[src/rtl/controlador_ataque_pkg.sv]
// Shared encodings and board dimensions for the attack controller.
package controlador_ataque_pkg;

  localparam int NUM_COLUNAS = 5;
  localparam int NUM_LINHAS  = 7;

  typedef enum logic [1:0] {
    OCIOSO,
    AVALIA,
    EXIBE,
    FIM
  } estado_t;

  typedef enum logic [1:0] {
    INVALIDO,
    REPETIDO,
    ACERTO,
    ERRO
  } resultado_t;

endpackage

[src/rtl/controlador_ataque_contador_tempo.sv]
// LED hold timer: down-counter loaded with TEMPO_LED, done on its final cycle.
module contador_tempo #(
  parameter int TEMPO_LED = 381
) (
  input  logic clock,
  input  logic reset,
  input  logic load,
  output logic done
);

  localparam int W = $clog2(TEMPO_LED + 1);

  logic [W-1:0] contagem;

  always_ff @(posedge clock) begin
    if (reset) begin
      contagem <= '0;
    end else if (load) begin
      contagem <= W'(TEMPO_LED);
    end else if (contagem != '0) begin
      contagem <= contagem - W'(1);
    end
  end

  assign done = (contagem <= W'(1));

endmodule

[src/rtl/controlador_ataque.sv]
// Battleship attack controller: evaluates shots, keeps marks/hits/lives, drives LEDs.
// state  | meaning
// OCIOSO | waiting for a confirmed shot
// AVALIA | classify latched cell, update marks/lives
// EXIBE  | hold result LED for TEMPO_LED cycles
// FIM    | game over (defeat or victory) until reset
module controlador_ataque
  import controlador_ataque_pkg::*;
#(
  parameter int VIDA_INICIAL = 5,
  parameter int TEMPO_LED    = 381
) (
  input  logic       clock,
  input  logic       reset,
  input  logic       enable,
  input  logic       confirmar,
  input  logic [2:0] coord_coluna,
  input  logic [2:0] coord_linha,
  input  logic [6:0] mapa0,
  input  logic [6:0] mapa1,
  input  logic [6:0] mapa2,
  input  logic [6:0] mapa3,
  input  logic [6:0] mapa4,
  output logic [6:0] matriz0,
  output logic [6:0] matriz1,
  output logic [6:0] matriz2,
  output logic [6:0] matriz3,
  output logic [6:0] matriz4,
  output logic       LED_R,
  output logic       LED_G,
  output logic       LED_B,
  output logic [2:0] vida,
  output logic       fim_jogo,
  output logic       vitoria
);

  estado_t                estado, proximo;
  resultado_t             res_c, res_r;
  logic [2:0]             col_l, lin_l, col_i, lin_i;
  logic                   valido;
  logic [NUM_LINHAS-1:0]  marcas  [NUM_COLUNAS];
  logic [NUM_LINHAS-1:0]  acertos [NUM_COLUNAS];
  logic [NUM_LINHAS-1:0]  mapa    [NUM_COLUNAS];
  logic [NUM_LINHAS-1:0]  novo_acerto;
  logic [2:0]             vida_r;
  logic                   derrota_c, vitoria_c, derrota_r, vitoria_r;
  logic                   ha_navio, sobra;
  logic                   carrega, tempo_fim;

  assign mapa[0] = mapa0;
  assign mapa[1] = mapa1;
  assign mapa[2] = mapa2;
  assign mapa[3] = mapa3;
  assign mapa[4] = mapa4;

  // Out-of-range coordinates are clamped so array indexing stays in bounds.
  assign valido = (col_l < 3'(NUM_COLUNAS)) && (lin_l < 3'(NUM_LINHAS));
  assign col_i  = valido ? col_l : 3'd0;
  assign lin_i  = valido ? lin_l : 3'd0;

  always_comb begin
    res_c = INVALIDO;
    if (valido) begin
      if (marcas[col_i][lin_i])    res_c = REPETIDO;
      else if (mapa[col_i][lin_i]) res_c = ACERTO;
      else                         res_c = ERRO;
    end
  end

  always_comb begin
    novo_acerto = (res_c == ACERTO) ? (NUM_LINHAS'(1) << lin_i) : '0;
    ha_navio    = 1'b0;
    sobra       = 1'b0;
    for (int c = 0; c < NUM_COLUNAS; c++) begin
      if (mapa[c] != '0) ha_navio = 1'b1;
      if ((mapa[c] & ~(acertos[c] | ((3'(c) == col_i) ? novo_acerto : '0))) != '0)
        sobra = 1'b1;
    end
    vitoria_c = ha_navio && !sobra;
    derrota_c = (res_c == ERRO) && (vida_r <= 3'd1);
  end

  always_ff @(posedge clock) begin
    if (reset) begin
      col_l     <= '0;
      lin_l     <= '0;
      vida_r    <= 3'(VIDA_INICIAL);
      res_r     <= INVALIDO;
      derrota_r <= 1'b0;
      vitoria_r <= 1'b0;
      for (int c = 0; c < NUM_COLUNAS; c++) begin
        marcas[c]  <= '0;
        acertos[c] <= '0;
      end
    end else begin
      if (estado == OCIOSO && enable && confirmar) begin
        col_l <= coord_coluna;
        lin_l <= coord_linha;
      end
      if (estado == AVALIA) begin
        res_r     <= res_c;
        derrota_r <= derrota_c;
        vitoria_r <= vitoria_c;
        if (res_c == ACERTO || res_c == ERRO) marcas[col_i][lin_i] <= 1'b1;
        if (res_c == ACERTO) acertos[col_i][lin_i] <= 1'b1;
        if (res_c == ERRO && vida_r != 3'd0) vida_r <= vida_r - 3'd1;
      end
    end
  end

  always_ff @(posedge clock) begin
    if (reset) estado <= OCIOSO;
    else       estado <= proximo;
  end

  always_comb begin
    proximo = estado;
    case (estado)
      OCIOSO: if (enable && confirmar) proximo = AVALIA;
      AVALIA: proximo = enable ? EXIBE : OCIOSO;
      EXIBE: begin
        if (!enable)        proximo = OCIOSO;
        else if (tempo_fim) proximo = (derrota_r || vitoria_r) ? FIM : OCIOSO;
      end
      FIM:     proximo = FIM;
      default: proximo = OCIOSO;
    endcase
  end

  always_comb begin
    carrega  = (estado == AVALIA);
    LED_R    = (estado == EXIBE && res_r == ERRO)   || (estado == FIM && derrota_r);
    LED_G    = (estado == EXIBE && res_r == ACERTO) || (estado == FIM && vitoria_r);
    LED_B    = (estado == EXIBE) && (res_r == INVALIDO || res_r == REPETIDO);
    fim_jogo = (estado == FIM);
    vitoria  = (estado == FIM) && vitoria_r;
  end

  contador_tempo #(.TEMPO_LED(TEMPO_LED)) u_contador (
    .clock (clock),
    .reset (reset),
    .load  (carrega),
    .done  (tempo_fim)
  );

  assign matriz0 = marcas[0];
  assign matriz1 = marcas[1];
  assign matriz2 = marcas[2];
  assign matriz3 = marcas[3];
  assign matriz4 = marcas[4];
  assign vida    = vida_r;

endmodule

[config.mk]
export PLATFORM = sky130hd
export DESIGN_NAME = controlador_ataque
export DESIGN_NICKNAME = d
export VERILOG_FILES = /design/src/rtl/controlador_ataque_pkg.sv /design/src/rtl/controlador_ataque_contador_tempo.sv /design/src/rtl/controlador_ataque.sv
export SDC_FILE = /design/constraint.sdc
export NUM_CORES = 1
export LEC_CHECK = 0
export CAP_MARGIN = 10
export CORE_MARGIN = 5
export CORE_UTILIZATION = 30
export DETAILED_ROUTE_END_ITERATION = 7
export GPL_ROUTABILITY_DRIVEN = 0
export GPL_TIMING_DRIVEN = 0
export HOLD_SLACK_MARGIN = 0.12
export PLACE_DENSITY = 0.49
export SLEW_MARGIN = 20
export SYNTH_ARGS = -nofsm -noshare
export SYNTH_HDL_FRONTEND = slang
export SYNTH_SLANG_ARGS = --single-unit
[constraint.sdc]
create_clock -name clock -period 3.1 [get_ports clock]
set_input_delay 0.775 -clock clock [delete_from_list [all_inputs] [get_ports clock]]
set_output_delay 0.775 -clock clock [all_outputs]
set_load 0.01 [all_outputs]
==> flow_metrics.tcl <==
set metrics [dict create \
    status "finished with violations" \
    violations "negative setup slack" \
    setup_viol 1 \
    post-dp-hpwl_um 14500 \
    dr.pass1.iters 8 \
    synth_async_sr_flop_share_pct 0 \
    stdcell_count 952 \
    synth_cell_types 66 \
    wirelength_um 19700 \
    dp_cells 920 \
    critPathMaxFanout 3 \
    cts_tree "built" \
    via_per_inst 5.58 \
    critPathLaunchType "primary input" \
    post-route-min-period_ps 3140 \
    rsz0062_at_grt "true" \
    hold_viol_final 0 \
    fillers 1700 \
    clk_path_buf_depth 2 \
    layout.nets 778 \
    cp_slowest_cell "clkdlybuf4s50_1" \
    track_usage_pct 19.4 \
    required_ps 3360 \
    cts_inserted_buffers 9 \
    yosysSeqAreaShare_pct 37.8 \
    max_freq_mhz 318 \
    irDropWorstVdd_v 0.000321 \
    ant_nets 0 \
    max_stage_delay_ps 650 \
    synthFlopType "dfxtp_1" \
    drt_iter0_drc 492 \
    relSlewSlack_pct 43.6 \
    n_antenna_cell 0 \
    worst_path_dominant_cell_family "compound AO/OA/AOI/OAI gates" \
    skew_ps 9.16 \
    hold_start "acertos[2][5]$_DFF_P_" \
    portBuffers 87 \
    drive_gt1_share_pct 12.6 \
    antenna_found_initial 0 \
    start_util_pct 30.3 \
    arrival_ps 3410 \
    p_leak_nw 2.35 \
    fp-row-count 47 \
    cts_max_level 3 \
    ys_warn_count 0 \
    synth-edff-count 0 \
    syn_area_um2 4980 \
    layout_commonest_cell "dfxtp_1" \
    drc 0 \
    power_density_nw_per_um2 475 \
    reg2reg_from "col_l[2]$_SDFFE_PP0P_" \
    final_cell_mix "91 x dfxtp_1, 79 x inv_1, 73 x o22ai_1" \
    synthToLayoutAreaGrowth_pct 35.6 \
    synth-seq-cells 94 \
    syn_area_per_cell_um2 8.13 \
    grt_pass1_wl_um 29200 \
    cts.sinks 94 \
    cp_cell_sequence "clkdlybuf4s50_1 > o221ai_2 > a222oi_1 > nand3_2 > buf_4 > or3_1 > o311ai_1 > nand4_1 > o31ai_1" \
    io_pins 88 \
    syn_inst 613 \
    placed_area_um2 6130 \
    synth_fp_nets 663 \
    grt_pass1_vias 5055 \
    clkLatencyLatePin_ps 360 \
    coreArea_um2 16500 \
    endpoint_kind "flip-flop" \
    cts_hold_buffers 0 \
    maxCapViolations 0 \
    crit_type "in2reg" \
    cp-startpoint "mapa0[4]" \
    finalMaxSlewViolations 0 \
    setup_ws_ps -43.6 \
    fp.dieArea_um2 19300 \
    vias 5308 \
    critPathBufInv 2 \
    cts.clk_slew.worst_paths_ps 70 \
    hold_path.class "reg2reg" \
    cts_root_buf "clkbuf_16" \
    grt_max_degree 16 \
    die_height_um 139 \
    final_area_um2 6760 \
    fin_crit_sh_pct 101 \
    grt_overflow_total 0 \
    tightestPinTransition_ps 846 \
    wire_per_inst_um 20.7 \
    die_w_um 139 \
]
-- worst min-delay path, cell delays in order, from the launching register on --
cell and delay, ps:
dfxtp_1 310, inv_1 50, o22ai_1 70
-- stage by stage --
step           hold WS (ps)  setup TNS, ps  total power [mW]  setup slack (ps)  util (%)
4_1_cts                 466              0              3.18              7.78      39.5
5_1_grt                 490           -636              3.35             -62.5      41.0
3_5_place_dp            457         -25700              2.06              -741      37.2
3_3_place_gp            444         -25060              2.04              -773      37.2
2_1_floorplan           435              0              1.82               354         -
6_report                473          -43.6              3.21             -43.6      41.0
-- logic make-up (layout without fill, tap and decap cells) --
family                     after synthesis  count (layout)  share of synthesized area (%)
and+or+nand+nor                        189             189                           19.9
adders and majority gates                5               5                           1.26
DFF                                     94              94                           37.8
AOI/OAI and AO/OA                      179             179                           25.2
muxes                                   24              24                           4.87
xor gates and xnor gates                 6               6                           1.05
buffers and inverters                  116             235                           9.89
-- area by class of cell --
type / count / area (um^2) / area share (%)
Sequential cell: 94 / 1890 / 27.9
Clock inverter: 6 / 63.8 / 0.945
Timing Repair Buffer: 104 / 1010 / 14.9
Inverter: 79 / 297 / 4.39
Buffer: 37 / 235 / 3.48
Multi-Input combinational cell: 403 / 2770 / 40.9
Tap cell: 220 / 275 / 4.07
Clock buffer: 9 / 225 / 3.33
-- flip-flops by register name (all words and copies together), names as in the netlist --
name	cells
acertos	35
col_l	3
derrota_r	1
estado	2
lin_l	3
marcas	35
res_r	2
u_contador.contagem	9
vida	3
vitoria_r	1
-- Yosys cell counts, types with 4 or more instances --
cell | number | area share, %
dfxtp_1 | 94 | 38
inv_1 | 79 | 6.0
o22ai_1 | 76 | 9.5
nand2_1 | 46 | 3.5
nor2_1 | 31 | 2.3
clkbuf_1 | 24 | 1.8
mux2i_1 | 22 | 4.4
a21oi_1 | 21 | 2.1
nor2b_1 | 21 | 2.6
nand3_1 | 15 | 1.5
nor3_1 | 14 | 1.4
o21ai_0 | 14 | 1.4
nand2b_1 | 11 | 1.4
nor4_1 | 11 | 1.4
and3_1 | 8 | 1.0
o221ai_1 | 8 | 1.4
a221o_1 | 6 | 1.2
nand4_1 | 6 | 0.75
o311ai_0 | 6 | 1.1
or3_1 | 6 | 0.75
xnor2_1 | 6 | 1.1
a2bb2oi_1 | 5 | 0.88
buf_6 | 5 | 1.1
ha_1 | 5 | 1.3
a22oi_1 | 4 | 0.60
a31oi_1 | 4 | 0.50
and2_1 | 4 | 0.50
buf_2 | 4 | 0.40
buf_4 | 4 | 0.60
-- report_power, final --
group | leakage [nW] | internal [mW] | total [mW] | switching (mW)
Clock | 0.137 | 0.619 | 1.10 | 0.481
Sequential | 0.762 | 1.27 | 1.33 | 0.0599
Combinational | 1.45 | 0.339 | 0.777 | 0.438
Total | 2.35 | 2.23 | 3.21 | 0.979
-- worst paths after layout --
check | endpoint | slack [ps] | cells past startpoint
worst min register to register | acertos[2][5]$_DFF_P_ | 470 | 2
worst max-delay path | vitoria_r$_SDFFE_PP0P_ | -40 | 9
worst min-delay path | acertos[2][5]$_DFF_P_ | 470 | 2
worst max register to register | vitoria_r$_SDFFE_PP0P_ | -10 | 11
-- timing repair --
item                       in CTS  in global routing
setup endpoints to repair      65                 73
gates resized for setup        23                 50
pin swaps                       5                 14
setup buffers                   5                 12
-- per-layer routing --
| layer | part of all wire (%) | up-vias | GRT usage (%) |
|---|---|---|---|
| met5 | 0 | - | 0 |
| met4 | 4.1 | 0 | 8.24 |
| met3 | 8.7 | 62 | 5.48 |
| met2 | 45 | 272 | 30.9 |
| met1 | 42 | 2521 | 24.8 |
| li1 | - | 2453 | - |
Note: power is estimated with default switching activity, not from simulation.
==> patch 1: new RTL, same flow settings <==
Re-encode `estado_t` (4 values) as Gray code, 2 bits wide.
--- a/src/rtl/controlador_ataque_pkg.sv
+++ b/src/rtl/controlador_ataque_pkg.sv
@@ -6,8 +6,8 @@
 
   typedef enum logic [1:0] {
-    OCIOSO,
-    AVALIA,
-    EXIBE,
-    FIM
+    OCIOSO = 2'b00,
+    AVALIA = 2'b01,
+    EXIBE  = 2'b11,
+    FIM    = 2'b10
   } estado_t;
 
Function: no difference found for any inputs over 4 cycles, from zero or initial values and one cycle with reset high; so few cycles prove little.
==> patch 1 against the original RTL <==
The flow still finishes with violations (negative setup slack). Utilization grew 4.1 points. Final area increased by 11%. Worst setup slack worse by 0.064 ns. Count of clock-buffer cells in the layout grew 4. Sequential cell count did not move. Fmax shrank 2.0%. Power rose by 0.59%. Routed wire length is 16% higher. Synthesized area up 2.8%. Final cell count up 4.6%. Die area is 2.6% higher. Sequential share of layout area down 2.7 points.
==> patch 1: results (changes against the original RTL) <==
Cells and area
  – Fin nets: 821 (+5.5%)
  – Non-filler cells, final: 996 (+4.6%)
  – Non-Clock Buffer Area Fraction: 0.206 (+0.0223)
  – Sequential cell count: 94 (unchanged)
  – Nonclk buf count: 157 (+11%)
  – Reg area: 1890 sq um (+0.27%)
  – Number of fill cells: 1623 (-4.5%)
  – Biggest regs: acertos x35, marcas x35, u_contador.contagem x9
  – Multi-input gate share of total cell area: 0.444 (+0.0352)
  – Clk_buf instances: 13 (+4)
  – Clk cell area share: 0.0372 (-0.00562)
  – Inverters: 46 (-42%)
  – Share of layout cells above drive strength 1: 0.198 (+0.0728)
  – Util after Layout: 0.451 (+0.0408)

Global routing
  – M1 GR Usage: 0.280 (+0.0320)
  – Global-route wire length before repair: 33.2 mm (+14%)
  – Met2 usage: 0.348 (+0.0384)
  – GRT Util Overall: 0.216 (+0.0215)
  – Pin count of the biggest net entering global routing: 15 (-1)
  – Global routing usage on met3: 0.0430 (-0.0118)
  – Vias in the first global route: 5584 (+10%)

Detailed routing
  – Metal-1 WL: 9.57 mm (+16%)
  – DR vias/cell: 5.78 (+3.6%)
  – DRT iter0 DRCs: 525 (+6.7%)
  – WL/cell: 22.9 um (+11%)
  – Met3 WL: 1.71 mm (-0.81%)
  – Met2 WL: 10.6 mm (+18%)
  – Drt pass-1 iters: 5 (-3)

Placement
  – IO Port Bufs: 86 (-1.1%)
  – Area after DPL: 6260 sq um (+2.1%)
  – Post-place setup slack: -0.751 ns (-0.0102 ns)
  – Placed insts: 951 (+3.4%)
  – DP HPWL: 16.5 mm (+13%)

Outcome
  – Failing checks: negative setup slack
  – Status: complete, but fails checks

Synth
  – Sequential area share after synthesis: 0.368 (-0.0102)
  – Yosys cell types: 71 (+7.6%)
  – Synth area leaders: dfxtp_1 (37%), a21oi_1 (6.9%), nor2_1 (5.6%)
  – Post-synth top cells: dfxtp_1 (94), nor2_1 (76), a21oi_1 (71), inv_1 (45), nand2_1 (35)
  – Synthesized Nets: 695 (+4.8%)
  – Cells after synthesis: 645 (+5.2%)

Clocking
  – Post-CTS setup buffers: 7 (+2)
  – Post_cts resized: 30 (+30%)

Timing
  – Setup-failing EPs final: 29 (+28)
  – Fin Clk Skew: 0.00715 ns (-0.00201 ns)
  – Worst relative slew slack: 0.309 (-0.127)
  – Worst Slack Setup Final: -0.108 ns (-0.0643 ns)
  – Total Neg Setup Slack: -1.39 ns (-1.35 ns)

Worst setup path
  – CP peak stage delay: 0.60 ns (-0.05 ns)
  – Critical path peak fanout: 6 (+3)

Pwr
  – Worst vdd ir: 0.231 mV (-28%)
  – Power Combinational: 0.834 mW (+7.3%)
  – Pleak: 2.70 nW (+15%)
  – Power Internal: 2.22 mW (-0.53%)
[patch 1: cell families after synthesis]
family	count (synthesis)	synth area share
AOI/OAI and AO/OA	197	0.268
adders and majority gates	5	0.0122
buffers and inverters	88	0.0758
and+or+nand+nor	249	0.255
muxes	5	0.0100
DFF	94	0.368
xor gates and xnor gates	7	0.0120
[patch 1: worst paths after layout]
kind / startpoint / end / slack [ns] / cells past startpoint
max: mapa0[4] / acertos[1][0]$_DFF_P_ / -0.11 / 11
min: acertos[4][3]$_DFF_P_ / acertos[4][3]$_DFF_P_ / 0.47 / 2
max reg2reg: col_l[0]$_SDFFE_PP0P_ / acertos[1][0]$_DFF_P_ / -0.04 / 13
min reg2reg: acertos[4][3]$_DFF_P_ / acertos[4][3]$_DFF_P_ / 0.47 / 2
[patch 1: tightest hold or removal path: cells and delay by family, from the launching register on]
family / cells / cell delay, ns
AOI/OAI and AO/OA: 1 / 0.06
DFF: 1 / 0.31
buffers and inverters: 1 / 0.05
==> patch 2: new RTL, same flow settings <==
Made on the original files. `TEMPO_LED` is set to 381 in 2 places; all go to 1524.
--- a/src/rtl/controlador_ataque_contador_tempo.sv
+++ b/src/rtl/controlador_ataque_contador_tempo.sv
@@ -1,5 +1,5 @@
 // LED hold timer: down-counter loaded with TEMPO_LED, done on its final cycle.
 module contador_tempo #(
-  parameter int TEMPO_LED = 381
+  parameter int TEMPO_LED = 1524
 ) (
   input  logic clock,
--- a/src/rtl/controlador_ataque.sv
+++ b/src/rtl/controlador_ataque.sv
@@ -9,5 +9,5 @@
 #(
   parameter int VIDA_INICIAL = 5,
-  parameter int TEMPO_LED    = 381
+  parameter int TEMPO_LED    = 1524
 ) (
   input  logic       clock,
Function: no difference found for any inputs over 4 cycles, from zero or initial values and one cycle with reset high; that may be too few to reach the edited logic, so the function may still have changed.
==> patch 2 against the original RTL <==
The run ends with design-rule violations left. Power increased by 5.2%. Routed wire length increased by 8.0%. Synthesized area grew 2.8%. Register-to-register slack gained 0.08 ns. Fmax rose by 3.7%. Sequential cell count increased by 2. Worst setup slack gained 0.11 ns. Final area is 1.1% higher. Utilization about the same. Largest cell class unchanged.
==> patch 2: results (changes against the original RTL) <==
Cells and area
  – Fin nets: 799 (+2.7%)
  – Number of fill cells: 1693 (-0.41%)
  – Multi-input gates: 421 (+4.5%)
  – Inverters: 86 (+8.9%)
  – Non-Clock Buffer Area Fraction: 0.168 (-0.0154)
  – Clk cell area share: 0.0451 (+0.00228)
  – Share of layout cells above drive strength 1: 0.126 (+0.000312)
  – Area of the multi-input gates: 2850 sq um (+3.0%)

Worst setup path
  – Worst Reg2Reg Path Length in Cells: 10 (-1)
  – Crit path max-delay cell type: buf_1
  – Delay-heaviest family, CP: simple AND/OR/NAND/NOR gates
  – Critical path peak fanout: 10 (+7)

Clocking
  – Sink Count: 96 (+2.1%)

Hold path
  – Hold EP: acertos[4][0]$_DFF_P_
  – Hold Path Origin: acertos[4][0]$_DFF_P_

Placement
  – DP HPWL: 16.0 mm (+10%)

Timing
  – Worst relative slew slack: 0.456 (+0.0196)
  – Fin Clk Skew: 0.0117 ns (+0.00253 ns)

Outcome
  – Failing checks: design-rule violations
  – Status: complete, but fails checks

Synth
  – Sequential area share after synthesis: 0.375 (-0.00252)
  – Synthesized Nets: 690 (+4.1%)

Global routing
  – Global-route wire length before repair: 31.9 mm (+9.4%)

Detailed routing
  – DRC viols: 1 (+1)
  – DRT iter0 DRCs: 443 (-10%)
  – Vias: 5444 (+2.6%)

Pwr
  – Worst vdd ir: 0.247 mV (-23%)
patch 2: kinds of logic after synthesis:
group                      after synthesis  share of synthesized area
and+or+nand+nor                        208                      0.216
DFF                                     96                      0.375
adders and majority gates                6                     0.0142
xor gates and xnor gates                 9                     0.0154
buffers and inverters                  123                     0.0962
AOI/OAI and AO/OA                      188                      0.261
muxes                                   10                     0.0220
patch 2: per-layer routing:
metal  part of all wire  GRT usage
met1               0.44      0.289
met2               0.42      0.305
met3              0.094     0.0552
met4              0.044      0.104
met5                  0          0
patch 2: worst max path at each step:
stage	depth (start not counted)	end	start	slack, ns
after detailed placement	9	vitoria_r$_SDFFE_PP0P_	mapa3[0]	-0.77
after global placement	9	vitoria_r$_SDFFE_PP0P_	mapa3[0]	-0.82
after CTS	10	vitoria_r$_SDFFE_PP0P_	mapa3[0]	0.001
after floorplan	9	vida[2]$_SDFFE_PP1P_	mapa1[2]	0.34
final	10	vida[2]$_SDFFE_PP1P_	col_l[2]$_SDFFE_PP0P_	0.07
after global routing	11	acertos[1][1]$_DFF_P_	lin_l[1]$_SDFFE_PP0P_	-0.02
patch 2: power by group:
| part | internal [mW] | leakage [nW] | switching, mW | total, mW |
|---|---|---|---|---|
| Clock | 0.673 | 0.149 | 0.523 | 1.20 |
| Combinational | 0.347 | 1.41 | 0.460 | 0.806 |
| Sequential | 1.31 | 0.778 | 0.0655 | 1.37 |
| Total | 2.33 | 2.34 | 1.05 | 3.37 |
patch 2: stage by stage:
stage	area, sq um	hold slack, ns	instances	power [mW]
4_1_cts	6690	0.470	968	3.36
2_1_floorplan	5120	0.435	640	1.90
5_1_grt	6830	0.494	974	3.53
3_5_place_dp	6270	0.458	947	2.14
6_report	6830	0.467	974	3.37
3_3_place_gp	6270	0.450	947	2.14
